===== config.mk =====
export PLATFORM = sky130hd
export DESIGN_NAME = hex_state_sequencer
export DESIGN_NICKNAME = d
export VERILOG_FILES = /design/src/rtl/hex_state_sequencer.sv
export SDC_FILE = /design/constraint.sdc
export NUM_CORES = 1
export LEC_CHECK = 0
export ABC_AREA = 1
export CORE_ASPECT_RATIO = 2
export CORE_UTILIZATION = 55
export DETAILED_ROUTE_END_ITERATION = 8
export PLACE_DENSITY = 0.85
export REMOVE_ABC_BUFFERS = 1
export SETUP_SLACK_MARGIN = 0.3
export SLEW_MARGIN = 5
export SYNTH_ARGS = -nofsm -noshare
export SYNTH_HDL_FRONTEND = slang
export SYNTH_SLANG_ARGS = --single-unit
export TNS_END_PERCENT = 20

===== constraint.sdc =====
create_clock -name clk -period 2.6 [get_ports clk]
set_input_delay 0.52 -clock clk [delete_from_list [all_inputs] [get_ports clk]]
set_output_delay 0.52 -clock clk [all_outputs]
set_load 0.01 [all_outputs]

===== src/rtl/hex_state_sequencer.sv =====
// -----------------------------------------------------------------------------
// hex_state_sequencer
//
// Match-flow controller for a two-player fighting game.
//
// The controller walks through these phases:
//   - Idle: the 1P/2P mode can be chosen.
//   - FIGHT: the banner is shown for a fixed time.
//   - PLAYING: the match runs with a live seconds counter.
//   - Result: a result (P1 win, P2 win or draw) is held for a fixed time, or
//     until start is pressed.
//
// All outputs are registered and decoded from the next state, so they change
// on the same edge as the state itself.
//
// Timing uses two counters:
//   - A prescaler divides the clock down to one-second ticks.
//   - A seconds counter measures the FIGHT and result holds.
// Both counters restart from zero on every state change, so each timed state
// lasts a whole number of seconds measured from its entry edge.
//
// Parameters
//   CLKS_PER_SEC  clock cycles per game second
//   FIGHT_SECS    seconds the FIGHt banner is shown (>= 1)
//   RESULT_SECS   seconds a result is held before returning to idle (>= 1)
//   MAX_SECS      match time limit in seconds (1..99)
//
// Ports
//   clk            rising-edge clock
//   rst            synchronous active-high reset
//   mode_toggle    one-cycle pulse, flips 1P/2P while idle
//   start          one-cycle pulse, starts a match or skips a result hold
//   p1_dead        level, player 1 health exhausted
//   p2_dead        level, player 2 health exhausted
//   hex_state      display code: 0=1P 1=2P 2=FIGHt 3=P1 win 4=P2 win 5=Eq
//                  7=live timer
//   game_duration  elapsed match seconds, 0..MAX_SECS
//   game_active    high only while PLAYING
//   two_player     mode latched at the last match start
// -----------------------------------------------------------------------------
module hex_state_sequencer #(
    parameter int CLKS_PER_SEC = 50_000_000,
    parameter int FIGHT_SECS   = 2,
    parameter int RESULT_SECS  = 5,
    parameter int MAX_SECS     = 99
) (
    input  logic       clk,
    input  logic       rst,
    input  logic       mode_toggle,
    input  logic       start,
    input  logic       p1_dead,
    input  logic       p2_dead,
    output logic [2:0] hex_state,
    output logic [6:0] game_duration,
    output logic       game_active,
    output logic       two_player
);

    localparam int PSC_W    = (CLKS_PER_SEC > 1) ? $clog2(CLKS_PER_SEC) : 1;
    localparam int HOLD_MAX = (FIGHT_SECS > RESULT_SECS) ? FIGHT_SECS : RESULT_SECS;
    localparam int SEC_W    = (HOLD_MAX > 1) ? $clog2(HOLD_MAX) : 1;

    localparam logic [PSC_W-1:0] PSC_LAST    = PSC_W'(CLKS_PER_SEC - 1);
    localparam logic [SEC_W-1:0] FIGHT_LAST  = SEC_W'(FIGHT_SECS - 1);
    localparam logic [SEC_W-1:0] RESULT_LAST = SEC_W'(RESULT_SECS - 1);
    localparam logic [6:0]       DUR_MAX     = 7'(MAX_SECS);

    typedef enum logic [2:0] {
        S_IDLE_1P,
        S_IDLE_2P,
        S_FIGHT,
        S_PLAYING,
        S_P1_WIN,
        S_P2_WIN,
        S_EQ
    } state_t;

    state_t           state_q, state_d;
    logic [PSC_W-1:0] psc_q, psc_d;
    logic [SEC_W-1:0] sec_q, sec_d;
    logic [6:0]       dur_q, dur_d;
    logic             two_q, two_d;
    logic [2:0]       hex_q, hex_d;
    logic             active_q, active_d;
    logic             sec_tick;

    // Display code for each state; code 6 is never produced.
    function automatic logic [2:0] hex_code(input state_t s);
        logic [2:0] code;
        case (s)
            S_IDLE_1P: code = 3'd0;
            S_IDLE_2P: code = 3'd1;
            S_FIGHT:   code = 3'd2;
            S_PLAYING: code = 3'd7;
            S_P1_WIN:  code = 3'd3;
            S_P2_WIN:  code = 3'd4;
            S_EQ:      code = 3'd5;
            default:   code = 3'd0;
        endcase
        return code;
    endfunction

    assign sec_tick = (psc_q == PSC_LAST);

    always_comb begin
        state_d = state_q;
        psc_d   = sec_tick ? '0 : psc_q + 1'b1;
        sec_d   = sec_q;
        dur_d   = dur_q;
        two_d   = two_q;

        case (state_q)
            S_IDLE_1P, S_IDLE_2P: begin
                // start beats a simultaneous toggle and latches the
                // pre-toggle mode.
                if (start) begin
                    state_d = S_FIGHT;
                    two_d   = (state_q == S_IDLE_2P);
                    dur_d   = '0;
                end else if (mode_toggle) begin
                    state_d = (state_q == S_IDLE_1P) ? S_IDLE_2P : S_IDLE_1P;
                end
            end

            S_FIGHT: begin
                if (sec_tick) begin
                    if (sec_q == FIGHT_LAST) begin
                        state_d = S_PLAYING;
                    end else begin
                        sec_d = sec_q + 1'b1;
                    end
                end
            end

            S_PLAYING: begin
                // The duration still advances on a tick that coincides with a
                // death, so the frozen result shows the true elapsed time.
                if (sec_tick && (dur_q != DUR_MAX)) begin
                    dur_d = dur_q + 1'b1;
                end
                if (p1_dead && p2_dead) begin
                    state_d = S_EQ;
                end else if (p2_dead) begin
                    state_d = S_P1_WIN;
                end else if (p1_dead) begin
                    state_d = S_P2_WIN;
                end else if (dur_q == DUR_MAX) begin
                    state_d = S_EQ;
                end
            end

            S_P1_WIN, S_P2_WIN, S_EQ: begin
                // A start here only leaves the result; it never starts a new
                // match because idle is entered first.
                if (start || (sec_tick && (sec_q == RESULT_LAST))) begin
                    state_d = two_q ? S_IDLE_2P : S_IDLE_1P;
                end else if (sec_tick) begin
                    sec_d = sec_q + 1'b1;
                end
            end

            default: begin
                state_d = S_IDLE_1P;
            end
        endcase

        // Every transition restarts the time base so the new state gets whole
        // seconds from its first cycle.
        if (state_d != state_q) begin
            psc_d = '0;
            sec_d = '0;
        end

        hex_d    = hex_code(state_d);
        active_d = (state_d == S_PLAYING);
    end

    always_ff @(posedge clk) begin
        if (rst) begin
            state_q  <= S_IDLE_1P;
            psc_q    <= '0;
            sec_q    <= '0;
            dur_q    <= '0;
            two_q    <= 1'b0;
            hex_q    <= 3'd0;
            active_q <= 1'b0;
        end else begin
            state_q  <= state_d;
            psc_q    <= psc_d;
            sec_q    <= sec_d;
            dur_q    <= dur_d;
            two_q    <= two_d;
            hex_q    <= hex_d;
            active_q <= active_d;
        end
    end

    assign hex_state     = hex_q;
    assign game_duration = dur_q;
    assign game_active   = active_q;
    assign two_player    = two_q;

endmodule


Word level (Yosys, flattened, before mapping)

Cells that the tools add are included.

Input port bits: 6
Logic and storage cells: 69
Flip-flop bits (word level): 44

Equality and inequality tests: 24
Reduce and logical (&&, ||, !) cells: 14
Multiplexer cells: 21
$add $sub $neg: 3

Operators with widths:

| operator                                                              | count |
|---|---|
| 3-bit two-way mux                                                     | 13 |
| 26-bit by 1-bit adder with 26-bit output, second input constant       | 1 |
| 26-bit equality test, second input constant                           | 1 |
| 3-bit equality test, second input constant                            | 7 |
| 3-bit case mux with 6 select lines                                    | 1 |
| 7-bit two-way mux                                                     | 2 |
| 7-bit case mux with 2 select lines                                    | 1 |
| 3-bit by 2-bit equality test with 1-bit output, second input constant | 4 |
| 2-bit != test, second input constant                                  | 6 |
| 3-bit case mux with 4 select lines                                    | 1 |
| 3-bit by 1-bit equality test with 1-bit output, second input constant | 3 |
| 7-bit by 1-bit adder with 7-bit output, second input constant         | 1 |
| 7-bit equality test, second input constant                            | 1 |
| 7-bit != test, second input constant                                  | 1 |
| 3-bit case mux with 2 select lines                                    | 1 |
| 3-bit OR reduction                                                    | 2 |
| 5-bit AND reduction                                                   | 1 |
| 2-bit nonzero test                                                    | 2 |
| 2-bit OR reduction                                                    | 2 |
| 3-bit by 1-bit adder with 3-bit output, second input constant         | 1 |
| 1-bit logical AND                                                     | 3 |
| 3-bit zero test                                                       | 1 |
| 3-bit != test                                                         | 1 |
| 3-bit AND reduction                                                   | 1 |
| other kinds (3)                                                       | 4 |

Depth between registers and ports, before layout

Gate-level depths: netlist of the first run.

Depth after elaboration: 8
Depth in mapped cells: 16
Depth with buffers taken out: 16

Worst setup path before layout of the first run

Ideal clock, no wire load.

Path kind: register to register
Start point: reg psc_q[0]
End point: reg psc_q[19]
Setup slack: 0.703 ns
Arrival: 1.780 ns
Stages on the path, launching flop included: 14
Path through: dfxtp_1 > ha_1 > nand3_1 > inv_1 > nand2_1 > nor2_2 > nand3_2 > a21oi_1 > nor2_1 > nor2_2 > nand2_2 > nand4_4 > buf_6 > nor2_2

Cells in the longest elaborated chain, start to end: 7
Elaborated cells on any way between the ends: 9
Those cells by class: add/sub (1); eq/ne (2); mux (3); reduce/logical (3)

Ends and longest elaborated chain:

| what                               | RTL line | RTL |
|---|---|---|
| from (decl)                        | 79       | `logic [PSC_W-1:0] psc_q, psc_d;` |
| from (signal assigned)             | 189      | `psc_q <= psc_d;` |
| 26-bit equality test               | 103      | `assign sec_tick = (psc_q == PSC_LAST);` |
| 1-bit logical AND                  | 155      | `if (start \|\| (sec_tick && (sec_q == RESULT_LAST))) begin` |
| 1-bit logical OR                   | 155      |  |
| 3-bit two-way mux                  | 155      |  |
| 3-bit case mux with 4 select lines | 112      | `case (state_q)` |
| 3-bit != test                      | 169      | `if (state_d != state_q) begin` |
| 3-bit OR reduction (no line)       | --       |  |

Several ways; a longest one is shown, not always the timed one.
A chain may end at the register's enable or synchronous reset.

Worst setup path after layout of the first run

Start point: reg psc_q[0]
End point: reg psc_q[16]

The elaborated chain is that of the path after synthesis.

==> results of run 1 <==
[what timing repair did]
item | CTS | global route
hold buffers | 0 | 0
setup endpoints to repair | 26 | 27
pin swaps | 0 | 4
buffers inserted | 0 | 3
gates resized for setup | 0 | 4
gates cloned | 0 | 1
[cells by family after synthesis]
group,count (synthesis),synth area share (%)
compound gates,15,3.25
xor+xnor,26,9.55
fa+ha+maj,5,2.62
buf+inv,52,8.81
flops,44,36.9
simple gates,195,38.8
[layout make-up]
| type | count | area share (%) |
|---|---|---|
| multi-input cells | 242 | 47.1 |
| clock buffers | 7 | 3.44 |
| clock inverters | 1 | 1.07 |
| well taps | 52 | 2.32 |
| repair buffers | 21 | 8.03 |
| flip-flops and latches | 44 | 31.5 |
| inverters | 49 | 6.56 |
[power breakdown]
part	internal (mW)	leakage (nW)	switching, mW	total, mW
registers	0.688	0.356	0.0127	0.701
logic	0.0673	0.707	0.0973	0.165
clock network	0.339	0.0645	0.230	0.569
total	1.09	1.13	0.340	1.43
[registers in the layout (all words and copies together) (netlist names)]
signal	flops
game_active	1
game_duration	7
hex_state	3
psc_q	26
sec_q	3
state_q	3
two_player	1
[worst max-delay path by stage]
stage | to | slack, ns
after CTS | psc_q[17] | 0.15
final | psc_q[16] | 0.45
after floorplan | psc_q[22] | 0.57
after global routing | psc_q[17] | 0.30
after detailed placement | psc_q[17] | 0.15
after global placement | psc_q[22] | 0.22
[layer usage]
metal / global-route usage (%) / vias up
met5: 0 / -
met4: 15.4 / 0
li1: - / 1108
met3: 3.19 / 23
met1: 21.4 / 991
met2: 46.4 / 72
[through the flow]
| step | cell area [um^2] | setup slack (ns) | hold WS [ns] | utilization [%] | total power [mW] |
|---|---|---|---|---|---|
| after global placement | 2600 | 0.225 | 0.464 | 63.0 | 0.852 |
| final | 2800 | 0.450 | 0.442 | 67.9 | 1.43 |
| after CTS | 2730 | 0.152 | 0.488 | 66.1 | 1.42 |
| after detailed placement | 2600 | 0.146 | 0.466 | 63.0 | 0.854 |
| after global routing | 2800 | 0.300 | 0.456 | 67.9 | 1.49 |
| after floorplan | 2360 | 0.565 | 0.447 | - | 0.805 |
[worst max-delay path: stages, from the launching register on]
cell	delay, ns
sky130_fd_sc_hd__dfxtp_2	0.37
sky130_fd_sc_hd__ha_1	0.19
sky130_fd_sc_hd__nand3_1	0.14
sky130_fd_sc_hd__inv_1	0.12
sky130_fd_sc_hd__nand2_1	0.09
sky130_fd_sc_hd__nor2_2	0.12
sky130_fd_sc_hd__nand3_2	0.15
sky130_fd_sc_hd__a21oi_1	0.17
sky130_fd_sc_hd__nor2_1	0.08
sky130_fd_sc_hd__nor2_2	0.15
sky130_fd_sc_hd__nand2_2	0.14
sky130_fd_sc_hd__nand4_4	0.13
sky130_fd_sc_hd__buf_12	0.15
sky130_fd_sc_hd__nor2_1	0.05
[placed cells by master (no fill, tap or decap)]
master,count
sky130_fd_sc_hd__inv_1,47
sky130_fd_sc_hd__dfxtp_2,1
sky130_fd_sc_hd__bufinv_16,1
sky130_fd_sc_hd__a211oi_1,1
sky130_fd_sc_hd__xor2_1,18
sky130_fd_sc_hd__xnor2_1,8
sky130_fd_sc_hd__a21oi_2,1
sky130_fd_sc_hd__nand2_2,3
sky130_fd_sc_hd__inv_2,2
sky130_fd_sc_hd__and2_2,1
sky130_fd_sc_hd__nor2_4,1
sky130_fd_sc_hd__and3_1,3
sky130_fd_sc_hd__o21ai_0,1
sky130_fd_sc_hd__buf_4,2
sky130_fd_sc_hd__dfxtp_1,43
sky130_fd_sc_hd__ha_1,5
sky130_fd_sc_hd__nor2_1,45
sky130_fd_sc_hd__nor3b_2,1
sky130_fd_sc_hd__clkbuf_8,7
sky130_fd_sc_hd__nand3b_1,4
sky130_fd_sc_hd__nand4_4,2
sky130_fd_sc_hd__nor2_2,23
sky130_fd_sc_hd__clkdlybuf4s50_1,17
sky130_fd_sc_hd__nand3_2,1
sky130_fd_sc_hd__nand2_1,68
sky130_fd_sc_hd__buf_12,2
sky130_fd_sc_hd__nor3_1,8
sky130_fd_sc_hd__nor4_1,2
sky130_fd_sc_hd__nand4_1,6
sky130_fd_sc_hd__nand3_1,28
sky130_fd_sc_hd__a21oi_1,12
==> metrics.md, run 1 <==
| Metric | Value |
|---|---|
| Result of the run | `completed` |
| Relative slew slack | `72.6%` |
| Post-synth top area cell | `sky130_fd_sc_hd__dfxtp_1` |
| Maximum number of pins on one net before global-route repair | `27` |
| First-pass GRT wire length | `8380 um` |
| Die Footprint | `4620 um^2` |
| Maximum clock insertion buffer count | `2` |
| Req. time, crit path | `2.79 ns` |
| Top-count cell post-synth | `sky130_fd_sc_hd__nand2_1` |
| Mapped Area | `2380 um^2` |
| Total via count after detailed routing | `2194` |
| Number of H-tree branching levels | `2` |
| Final wirelength | `5260 um` |
| Count of inserted antenna diode cells | `0` |
| I/O pins | `18` |
| Area of the core region | `4130 um^2` |
| Total area of sequential cells | `882 um^2` |
| Sequential-to-total area share from yosys stat | `36.9%` |
| TritonCTS clock tree | `built` |
| Worst setup slack for register-to-register paths | `0.45 ns` |
| Max Fclk | `0.465 GHz` |
| Startpoint Class | `flip-flop` |
| Number of storage elements in the synthesis netlist | `44` |
| Hold path endpoint | `psc_q[0]` |
| Yosys warnings | `0` |
| Final critical-path required period | `2.15 ns` |
| Overall routing resource usage | `23.3%` |
| Final std cells w/o fill | `416` |
| Layout cell share with drive strength beyond 1 | `13.2%` |
| # rows | `33` |
| Met3 wirelength from detailed routing | `181 um` |
| Clock transition at the registers of the reported paths | `0.08 ns` |
| Share of synthesized registers carrying an async set or reset | `0%` |
| Wirelength per Cell | `12.6 um` |
| Category of the worst setup path capture point | `flip-flop` |
| Worst VDD drop | `417 uV` |
| Top area cells in the synthesized netlist | `sky130_fd_sc_hd__dfxtp_1 37%, sky130_fd_sc_hd__nand2_1 11%, sky130_fd_sc_hd__inv_1 7.4%` |
| Summed negative setup slack over all endpoints | `0 ns` |
| Final setup skew | `0.00306 ns` |
| Reg-to-reg critical path startpoint | `psc_q[0]` |
| Hold path start | `psc_q[0]` |
| Most used flip-flop cell after synthesis | `sky130_fd_sc_hd__dfxtp_1` |
| Capture instance of the worst register-to-register path | `psc_q[16]` |
| Setup repair after global routing missed its margin | `true` |
| Fin. max-slew vios | `0` |
| Total placed cells including tap cells | `404` |
| Final setup violation count | `0` |
| Number of hold-slack violations in the final timing report | `0` |
| Die W | `48.6 um` |
| Initial core utilization | `57.8%` |
| Final worst path period share | `82.7%` |
| Number of clock sinks seen by CTS | `44` |
| Mean number of vias per cell | `5.27` |
| Port bufs | `17` |
| Number of antenna violations at the first check in global routing | `0` |
| CP Launch Point | `psc_q[0]` |
| Iter 0 DRT Violations | `59` |
| DRC errors left | `0` |
| Number of maximum-capacitance constraint violations | `0` |
| Metal1 wirelength | `1860 um` |
| Cts bufs inserted | `5` |
| DPL Wire Length | `3700 um` |
| Synth-to-Final Area Change | `17.6%` |
| Number of global-route vias before repair | `2086` |
| Number of antenna-violating nets in the routed design | `0` |
| Routed length on met2 | `2970 um` |
| Worst-Skew Late Latency | `0.29 ns` |
| Gate Count Post-Synth | `337` |
| Pwr/cell area | `512 nW/um^2` |
| Synthesized area per cell | `7.08 um^2` |
| Worst-margin pin slew | `0.407 ns` |
| Highest metal used | `met4` |
| Area of the multi-input gates | `1320 um^2` |
| Depth of the worst register-to-register path | `13` |
| Library cells used by synthesis | `26` |
| Overall die height | `95.1 um` |
| Arrival @ worst endpoint | `2.34 ns` |
| Area fraction of the dominant cell type after synthesis | `36.9%` |
| Final weighted congestion in routability-driven placement | `0.927` |
| Count of nets after finishing | `374` |
| Aggregate global routing overflow | `0` |
| Post-synth top cells | `69 x sky130_fd_sc_hd__nand2_1, 47 x sky130_fd_sc_hd__inv_1, 45 x sky130_fd_sc_hd__nor2_1` |
| Number of instances on the worst hold path | `1` |
| Hold WC Path Type | `reg2reg` |
| CTS Root Cell | `sky130_fd_sc_hd__clkbuf_8` |
| Total iterations of the first detailed-routing run | `4` |
| WS Path Type | `reg2reg` |
| Leakage | `1.13 nW` |
| Count of fill cells added during filler insertion | `365` |
| Worst-path fanout max | `13` |
| Number of synthesized flops with an enable pin | `0` |
Power figures use the tool's default switching activity.
==> run 2, diff against run 1 <==
Clock period 2.6 ns to 2 ns, I/O delays scaled along.
==> run 2 against run 1 <==
Against the previous run: global-route usage increased by 3.3 points; non-clock buffer count increased by 22; register-to-register slack got worse by 0.43 ns; fmax increased by 8.5%; setup slack got worse by 0.43 ns; critical path type unchanged; critical endpoint is now psc_q[5].
==> metrics.md, run 2 (synthesized netlist as in run 1, its figures left out) <==
| Metric | Value |
|---|---|
| Result of the run | `completed` |
| Leakage | `1.34 nW (+19%)` |
| Startpoint Class | `flip-flop` |
| Mean number of vias per cell | `5.28 (about the same)` |
| DPL Wire Length | `4090 um (+11%)` |
| Cts bufs inserted | `5 (unchanged)` |
| Worst setup slack for register-to-register paths | `0.02 ns (-0.43 ns)` |
| Cell Chain, Critical Path | `nand2_1, inv_1, nand2_2, nor2_2, nand3_4, nand3_4, buf_4, nand3_2, nand2_2, nand2_2, nand4_4, buf_12, nor2_2` |
| Arrival @ worst endpoint | `2.18 ns (-0.16 ns)` |
| Total iterations of the first detailed-routing run | `4 (unchanged)` |
| Hold WC Path Type | `reg2reg` |
| Commonest cells after routing, fill and taps aside | `56 x sky130_fd_sc_hd__nand2_1, 43 x sky130_fd_sc_hd__inv_1, 32 x sky130_fd_sc_hd__nor2_2, 31 x sky130_fd_sc_hd__nor2_1, 24 x sky130_fd_sc_hd__dfxtp_1` |
| Cell family with most CP delay | `simple AND/OR/NAND/NOR gates` |
| Fin. max-slew vios | `0 (unchanged)` |
| Area of the core region | `4130 um^2 (unchanged)` |
| Minimum setup slack in the final design | `0.0185 ns (-0.432 ns)` |
| Number of global-route vias before repair | `2240 (+7.4%)` |
| First-pass GRT wire length | `9270 um (+11%)` |
| Port bufs | `17 (unchanged)` |
| Number of antenna violations at the first check in global routing | `0 (unchanged)` |
| Number of hold-slack violations in the final timing report | `0 (unchanged)` |
| Worst VDD drop | `724 uV (+74%)` |
| Setup repair after global routing missed its margin | `true` |
| Iter 0 DRT Violations | `66 (+12%)` |
| Most common cell after layout, fill and taps aside | `sky130_fd_sc_hd__nand2_1` |
| Number of antenna-violating nets in the routed design | `0 (unchanged)` |
| # rows | `33 (unchanged)` |
| Layout cell share with drive strength beyond 1 | `34.8% (+22 points)` |
| Final worst path period share | `99.1% (+16 points)` |
| Number of clock sinks seen by CTS | `44 (unchanged)` |
| Initial core utilization | `57.8% (unchanged)` |
| Hold buffers post-CTS | `0 (unchanged)` |
| Final wirelength | `6170 um (+17%)` |
| Aggregate global routing overflow | `0 (unchanged)` |
| Die W | `48.6 um (unchanged)` |
| Fin util | `78.7% (+11 points)` |
| Critical-path top delay cell | `sky130_fd_sc_hd__dfxtp_1` |
| Pwr/cell area | `576 nW/um^2 (+13%)` |
| Worst-margin pin slew | `0.353 ns (-0.0536 ns)` |
| Final critical-path required period | `1.98 ns (-0.168 ns)` |
| Number of maximum-capacitance constraint violations | `0 (unchanged)` |
| Capture instance of the worst register-to-register path | `psc_q[5]` |
| Total via count after detailed routing | `2306 (+5.1%)` |
| Clock transition at the registers of the reported paths | `0.08 ns (about the same)` |
| Die Footprint | `4620 um^2 (unchanged)` |
| Termination of the worst setup path | `psc_q[5]` |
| Delay of the slowest cell on the worst path | `0.43 ns (+0.06 ns)` |
| Depth of the worst register-to-register path | `13 (unchanged)` |
| Overall routing resource usage | `26.5% (+3.3 points)` |
| CTS Root Cell | `sky130_fd_sc_hd__clkbuf_8` |
| Overall die height | `95.1 um (unchanged)` |
| Number of H-tree branching levels | `2 (unchanged)` |
| Cell occurring most often along the worst timing path | `sky130_fd_sc_hd__nand2_2` |
| Worst-path fanout max | `10 (-3)` |
| Area of the multi-input gates | `1540 um^2 (+16%)` |
| Category of the worst setup path capture point | `flip-flop` |
| Relative slew slack | `76.4% (+3.8 points)` |
| Number of buffer and inverter instances along the worst setup path | `3 (+1)` |
| Overall power consumption | `1.87 mW (+30%)` |
| WS Path Type | `reg2reg` |
| Summed negative setup slack over all endpoints | `0 ns (unchanged)` |
| I/O pins | `18 (unchanged)` |
| Final setup skew | `0.00989 ns (+0.00683 ns)` |
| DRC errors left | `0 (unchanged)` |
| Reg-to-reg critical path startpoint | `psc_q[12]` |
| Total area of sequential cells | `908 um^2 (+3.0%)` |
| CP Launch Point | `psc_q[12]` |
| Final setup violation count | `0 (unchanged)` |
| Top reg by flops | `psc_q` |
| Count of inserted antenna diode cells | `0 (unchanged)` |
| Wirelength per Cell | `14.1 um (+12%)` |
| Count of fill cells added during filler insertion | `260 (-29%)` |
| Count of nets after finishing | `395 (+5.6%)` |
| Max Fclk | `0.505 GHz (+8.5%)` |
| Pre-CTS worst setup slack | `-0.0302 ns (-0.176 ns)` |
| Stages on worst setup path | `13 (unchanged)` |
| Final weighted congestion in routability-driven placement | `0.907 (-2.2%)` |
| Maximum number of pins on one net before global-route repair | `14 (-48%)` |
| Number of flip-flops in the largest register | `26 (unchanged)` |
| Maximum clock insertion buffer count | `2 (unchanged)` |
| Worst-Skew Late Latency | `0.30 ns (about the same)` |
| Synth-to-Final Area Change | `36.2%` |
| Req. time, crit path | `2.20 ns (-0.59 ns)` |
| TritonCTS clock tree | `built` |
[run 2: through the flow]
| stage | hold slack (ns) | instance area [um^2] | std cells |
|---|---|---|---|
| 3_3_place_gp | 0.481 | 2770 | 422 |
| 4_1_cts | 0.502 | 2980 | 432 |
| 6_report | 0.489 | 3250 | 437 |
| 3_5_place_dp | 0.491 | 2770 | 422 |
| 2_1_floorplan | 0.447 | 2360 | 334 |
| 5_1_grt | 0.513 | 3250 | 437 |
[run 2: area by class of cell]
class / instances / area share, %
repair buffers: 43 / 13.4
clock buffers: 6 / 2.23
inverters: 49 / 5.97
multi-input cells: 241 / 47.3
flip-flops and latches: 44 / 28.0
well taps: 52 / 2.00
clock inverters: 2 / 1.08
[run 2: worst min path at each step]
stage                                 from               end  cells after the start
after global placement            sec_q[1]          sec_q[1]                      2
final                     game_duration[6]  game_duration[6]                      2
after detailed placement          sec_q[1]          sec_q[1]                      2
after CTS                         sec_q[1]          sec_q[1]                      2
after floorplan                   psc_q[0]          psc_q[0]                      1
after global routing              sec_q[1]          sec_q[1]                      2
[run 2: worst min-delay path: cells and delay by family, from the launching register on]
kind / cells / cell delay, ns
compound gates: 1 / 0.05
flops: 1 / 0.34
simple gates: 1 / 0.06
[run 2: layer usage]
metal  part of all wire, %  vias to the layer above  global-route usage, %
met1                    35                     1069                   21.9
li1                      -                     1145                      -
met4                   4.5                        0                   17.2
met5                     0                        -                      0
met2                    58                       68                   55.6
met3                   2.6                       24                   4.15
[run 2: timing repair]
item,in CTS,in global routing
gates resized for setup,26,67
endpoints found under the setup margin,38,48
setup buffers,2,4
pin swaps,7,16
cloned,0,1
endpoints found under the hold margin,0,0
[run 2: power breakdown]
| part | internal, mW | total, mW | leakage (nW) | switching, mW |
|---|---|---|---|---|
| combinational | 0.125 | 0.274 | 0.919 | 0.149 |
| sequential | 0.895 | 0.912 | 0.366 | 0.0177 |
| clock | 0.371 | 0.683 | 0.0552 | 0.312 |
==> run 3, diff against run 2 <==
Settings changed: CORE_MARGIN set to 2, GPL_TIMING_DRIVEN set to 1.
==> run 3 against run 2 <==
Against the previous run: the flow now finishes with violations (negative setup slack); total power fell by 6.4%; combinational power rose by 10%; setup slack got worse by 0.072 ns; non-clock buffer count rose by 8; largest power group unchanged; via count rose by 3.9%; largest cell class unchanged; global-route usage fell by 0.34 points; fmax fell by 3.5%; register-to-register slack got worse by 0.07 ns; first-iteration DRC count fell by 11%; cell count rose by 1.6%; critical endpoint is now psc_q[9].
==> metrics.md, run 3 (synthesized netlist as in run 1, its figures left out) <==
| Metric | Value |
|---|---|
| Clk pwr share | `30.5% (-6.0 points)` |
| Total via count after detailed routing | `2395 (+3.9%)` |
| Category of the worst setup path capture point | `flip-flop` |
| Part of the total power dissipated in sequential elements | `52.2% (+3.4 points)` |
| First-pass GRT wire length | `10100 um (+9.1%)` |
| Number of hold-slack violations in the final timing report | `0 (unchanged)` |
| Leakage | `1.37 nW (+2.2%)` |
| Wirelength per Cell | `14.6 um (+3.6%)` |
| Number of H-tree branching levels | `2 (unchanged)` |
| Maximum clock insertion buffer count | `2 (unchanged)` |
| I/O pins | `18 (unchanged)` |
| Port bufs | `17 (unchanged)` |
| CTS Root Cell | `sky130_fd_sc_hd__clkbuf_8` |
| Switching power | `0.480 mW (+0.48%)` |
| Area post-placement | `2810 um^2 (+1.4%)` |
| Total placed cells including tap cells | `427 (+1.2%)` |
| Final std cells w/o fill | `444 (+1.6%)` |
| Initial core utilization | `57.8% (unchanged)` |
| Commonest cells after routing, fill and taps aside | `59 x sky130_fd_sc_hd__nand2_1, 40 x sky130_fd_sc_hd__inv_1, 32 x sky130_fd_sc_hd__dfxtp_1, 30 x sky130_fd_sc_hd__nor2_1, 29 x sky130_fd_sc_hd__buf_4` |
| Worst-margin pin slew | `0.300 ns (-0.0535 ns)` |
| Overall die height | `97.1 um (+2.1%)` |
| Iter 0 DRT Violations | `59 (-11%)` |
| Final Hold Slack | `0.488 ns (-0.00109 ns)` |
| Total non-filler cell area in the finished layout | `3280 um^2 (+1.0%)` |
| Internal power component | `1.27 mW (-8.8%)` |
| Top reg by flops | `psc_q` |
| Result of the run | `finished with violations` |
| Final wirelength | `6500 um (+5.3%)` |
| Final setup skew | `0.00972 ns (-0.000171 ns)` |
| Cell Chain, Critical Path | `ha_4, nand3_4, inv_4, nand2_4, nor2_4, nand3_4, nand3_2, nand2_2, nor2_2, nor2_2, nand2_2, nand4_4, clkbuf_16, nor2_2` |
| Number of global-route vias before repair | `2391 (+6.7%)` |
| Arrival @ worst endpoint | `2.30 ns (+0.12 ns)` |
| Worst-Skew Late Latency | `0.30 ns (about the same)` |
| Most common cell after layout, fill and taps aside | `sky130_fd_sc_hd__nand2_1` |
| Count of inserted antenna diode cells | `0 (unchanged)` |
| Final critical-path required period | `2.05 ns (+0.0716 ns)` |
| Mean number of vias per cell | `5.39 (+2.2%)` |
| Die Footprint | `4910 um^2 (+6.3%)` |
| Startpoint Class | `flip-flop` |
| Number of clock sinks seen by CTS | `44 (unchanged)` |
| # rows | `33 (unchanged)` |
| Number of flip-flops in the largest register | `26 (unchanged)` |
| Max Fclk | `0.487 GHz (-3.5%)` |
| Relative slew slack | `79.8% (+3.4 points)` |
| Aggregate global routing overflow | `0 (unchanged)` |
| Number of maximum-capacitance constraint violations | `0 (unchanged)` |
| Hold buffers post-CTS | `0 (unchanged)` |
| Fin. max-slew vios | `0 (unchanged)` |
| Violated checks | `negative setup slack` |
| TritonCTS clock tree | `built` |
| Req. time, crit path | `2.24 ns (+0.04 ns)` |
| Setup repair after global routing missed its margin | `true` |
| Layout cell share with drive strength beyond 1 | `34.2% (-0.62 points)` |
| DRC errors left | `0 (unchanged)` |
| Minimum setup slack in the final design | `-0.0531 ns (-0.0716 ns)` |
| Critical-path top delay cell | `sky130_fd_sc_hd__dfxtp_2` |
| Delay of the slowest cell on the worst path | `0.37 ns (-0.06 ns)` |
| Area of the core region | `4130 um^2 (unchanged)` |
| Number of antenna-violating nets in the routed design | `0 (unchanged)` |
| Final weighted congestion in routability-driven placement | `0.893 (-1.6%)` |
| Overall routing resource usage | `26.2% (-0.34 points)` |
| Cell occurring most often along the worst timing path | `sky130_fd_sc_hd__nor2_2` |
| Overall power consumption | `1.75 mW (-6.4%)` |
| Total iterations of the first detailed-routing run | `4 (unchanged)` |
| Power share of the combinational group | `17.2% (+2.5 points)` |
| Worst-path fanout max | `5 (-5)` |
| Summed negative setup slack over all endpoints | `-0.542 ns (-0.542 ns)` |
| Cts bufs inserted | `5 (unchanged)` |
| DPL Wire Length | `4130 um (+1.2%)` |
| Worst VDD drop | `540 uV (-25%)` |
| Maximum number of pins on one net before global-route repair | `13 (-1)` |
| Hold WC Path Type | `reg2reg` |
| Final setup violation count | `25 (+25)` |
| Count of nets after finishing | `403 (+2.0%)` |
| Die W | `50.6 um (+4.1%)` |
| Synth-to-Final Area Change | `37.6%` |
| WS Path Type | `reg2reg` |
| Sw Ratio | `27.5% (+1.9 points)` |
| Clock transition at the registers of the reported paths | `0.08 ns (about the same)` |
| Number of antenna violations at the first check in global routing | `0 (unchanged)` |
| Pwr/cell area | `533 nW/um^2 (-7.3%)` |
| Final worst path period share | `103% (+3.6 points)` |
## run 3: cell types whose count changed in the layout (fill, tap and decap cells not counted), moves of 3 or more
cell	previous run	this run
sky130_fd_sc_hd__dfxtp_2	19	12
sky130_fd_sc_hd__inv_2	2	7
sky130_fd_sc_hd__buf_4	19	29
sky130_fd_sc_hd__nand2_1	56	59
sky130_fd_sc_hd__nand2_2	13	10
sky130_fd_sc_hd__dfxtp_1	24	32
sky130_fd_sc_hd__nor2_2	32	23
sky130_fd_sc_hd__nor2_4	6	16
sky130_fd_sc_hd__inv_1	43	40
## run 3: power by group through the flow
| stage | combinational, mW | sequential [mW] | clock, mW |
|---|---|---|---|
| after floorplan | 0.113 | 0.932 | 0 |
| after global placement | 0.231 | 0.927 | 0 |
| after detailed placement | 0.237 | 0.928 | 0 |
| after CTS | 0.250 | 0.911 | 0.537 |
| after global routing | 0.325 | 0.916 | 0.578 |
| final | 0.302 | 0.914 | 0.534 |
## run 3: critical path: cells and delay by family, from the launching register on
kind                     cells  cell delay, ns
adder cells (fa/ha/maj)      1            0.16
buffers and inverters        2            0.32
flip-flops                   1            0.37
AND/OR/NAND/NOR             11            1.15
## run 3: area by class of cell
class | instances | area (um^2)
tap | 52 | 65.1
clock buffer | 6 | 72.6
multi-input combinational | 241 | 1560
clock inverter | 1 | 5.00
inverter | 49 | 189
timing repair buffer | 51 | 494
sequential | 44 | 896
fill | 273 | 848
## run 3: per-layer routing
metal	wire, um	part of all wire, %	global-route usage [%]	up-vias
met5	0	0	0	-
met4	378	5.8	15.6	0
met3	212	3.3	3.38	28
met2	3580	55	48.1	82
met1	2320	36	26.7	1124
li1	-	-	-	1161
## run 3: worst paths after layout
path                            startpoint  endpoint  slack [ns]  depth (start not counted)
worst max-delay path              psc_q[0]  psc_q[9]       -0.05                         14
worst min-delay path              sec_q[1]  sec_q[1]        0.49                          2
worst max register to register    psc_q[0]  psc_q[9]       -0.05                         14
worst min register to register    sec_q[1]  sec_q[1]        0.49                          2
## run 3: through the flow
step | worst slack [ns] | utilization [%]
finish | -0.0531 | 79.5
global route | -0.139 | 79.5
CTS | 0.0618 | 73.0
detailed placement | -0.0755 | 68.1
global placement | 0.0104 | 68.1
floorplan | -0.0348 | -
## run 3: repair_timing
action,in CTS,in global routing
gates cloned,0,1
pin swaps,10,22
resized for setup,26,64
buffers inserted,5,4
endpoints found under the setup margin,41,48
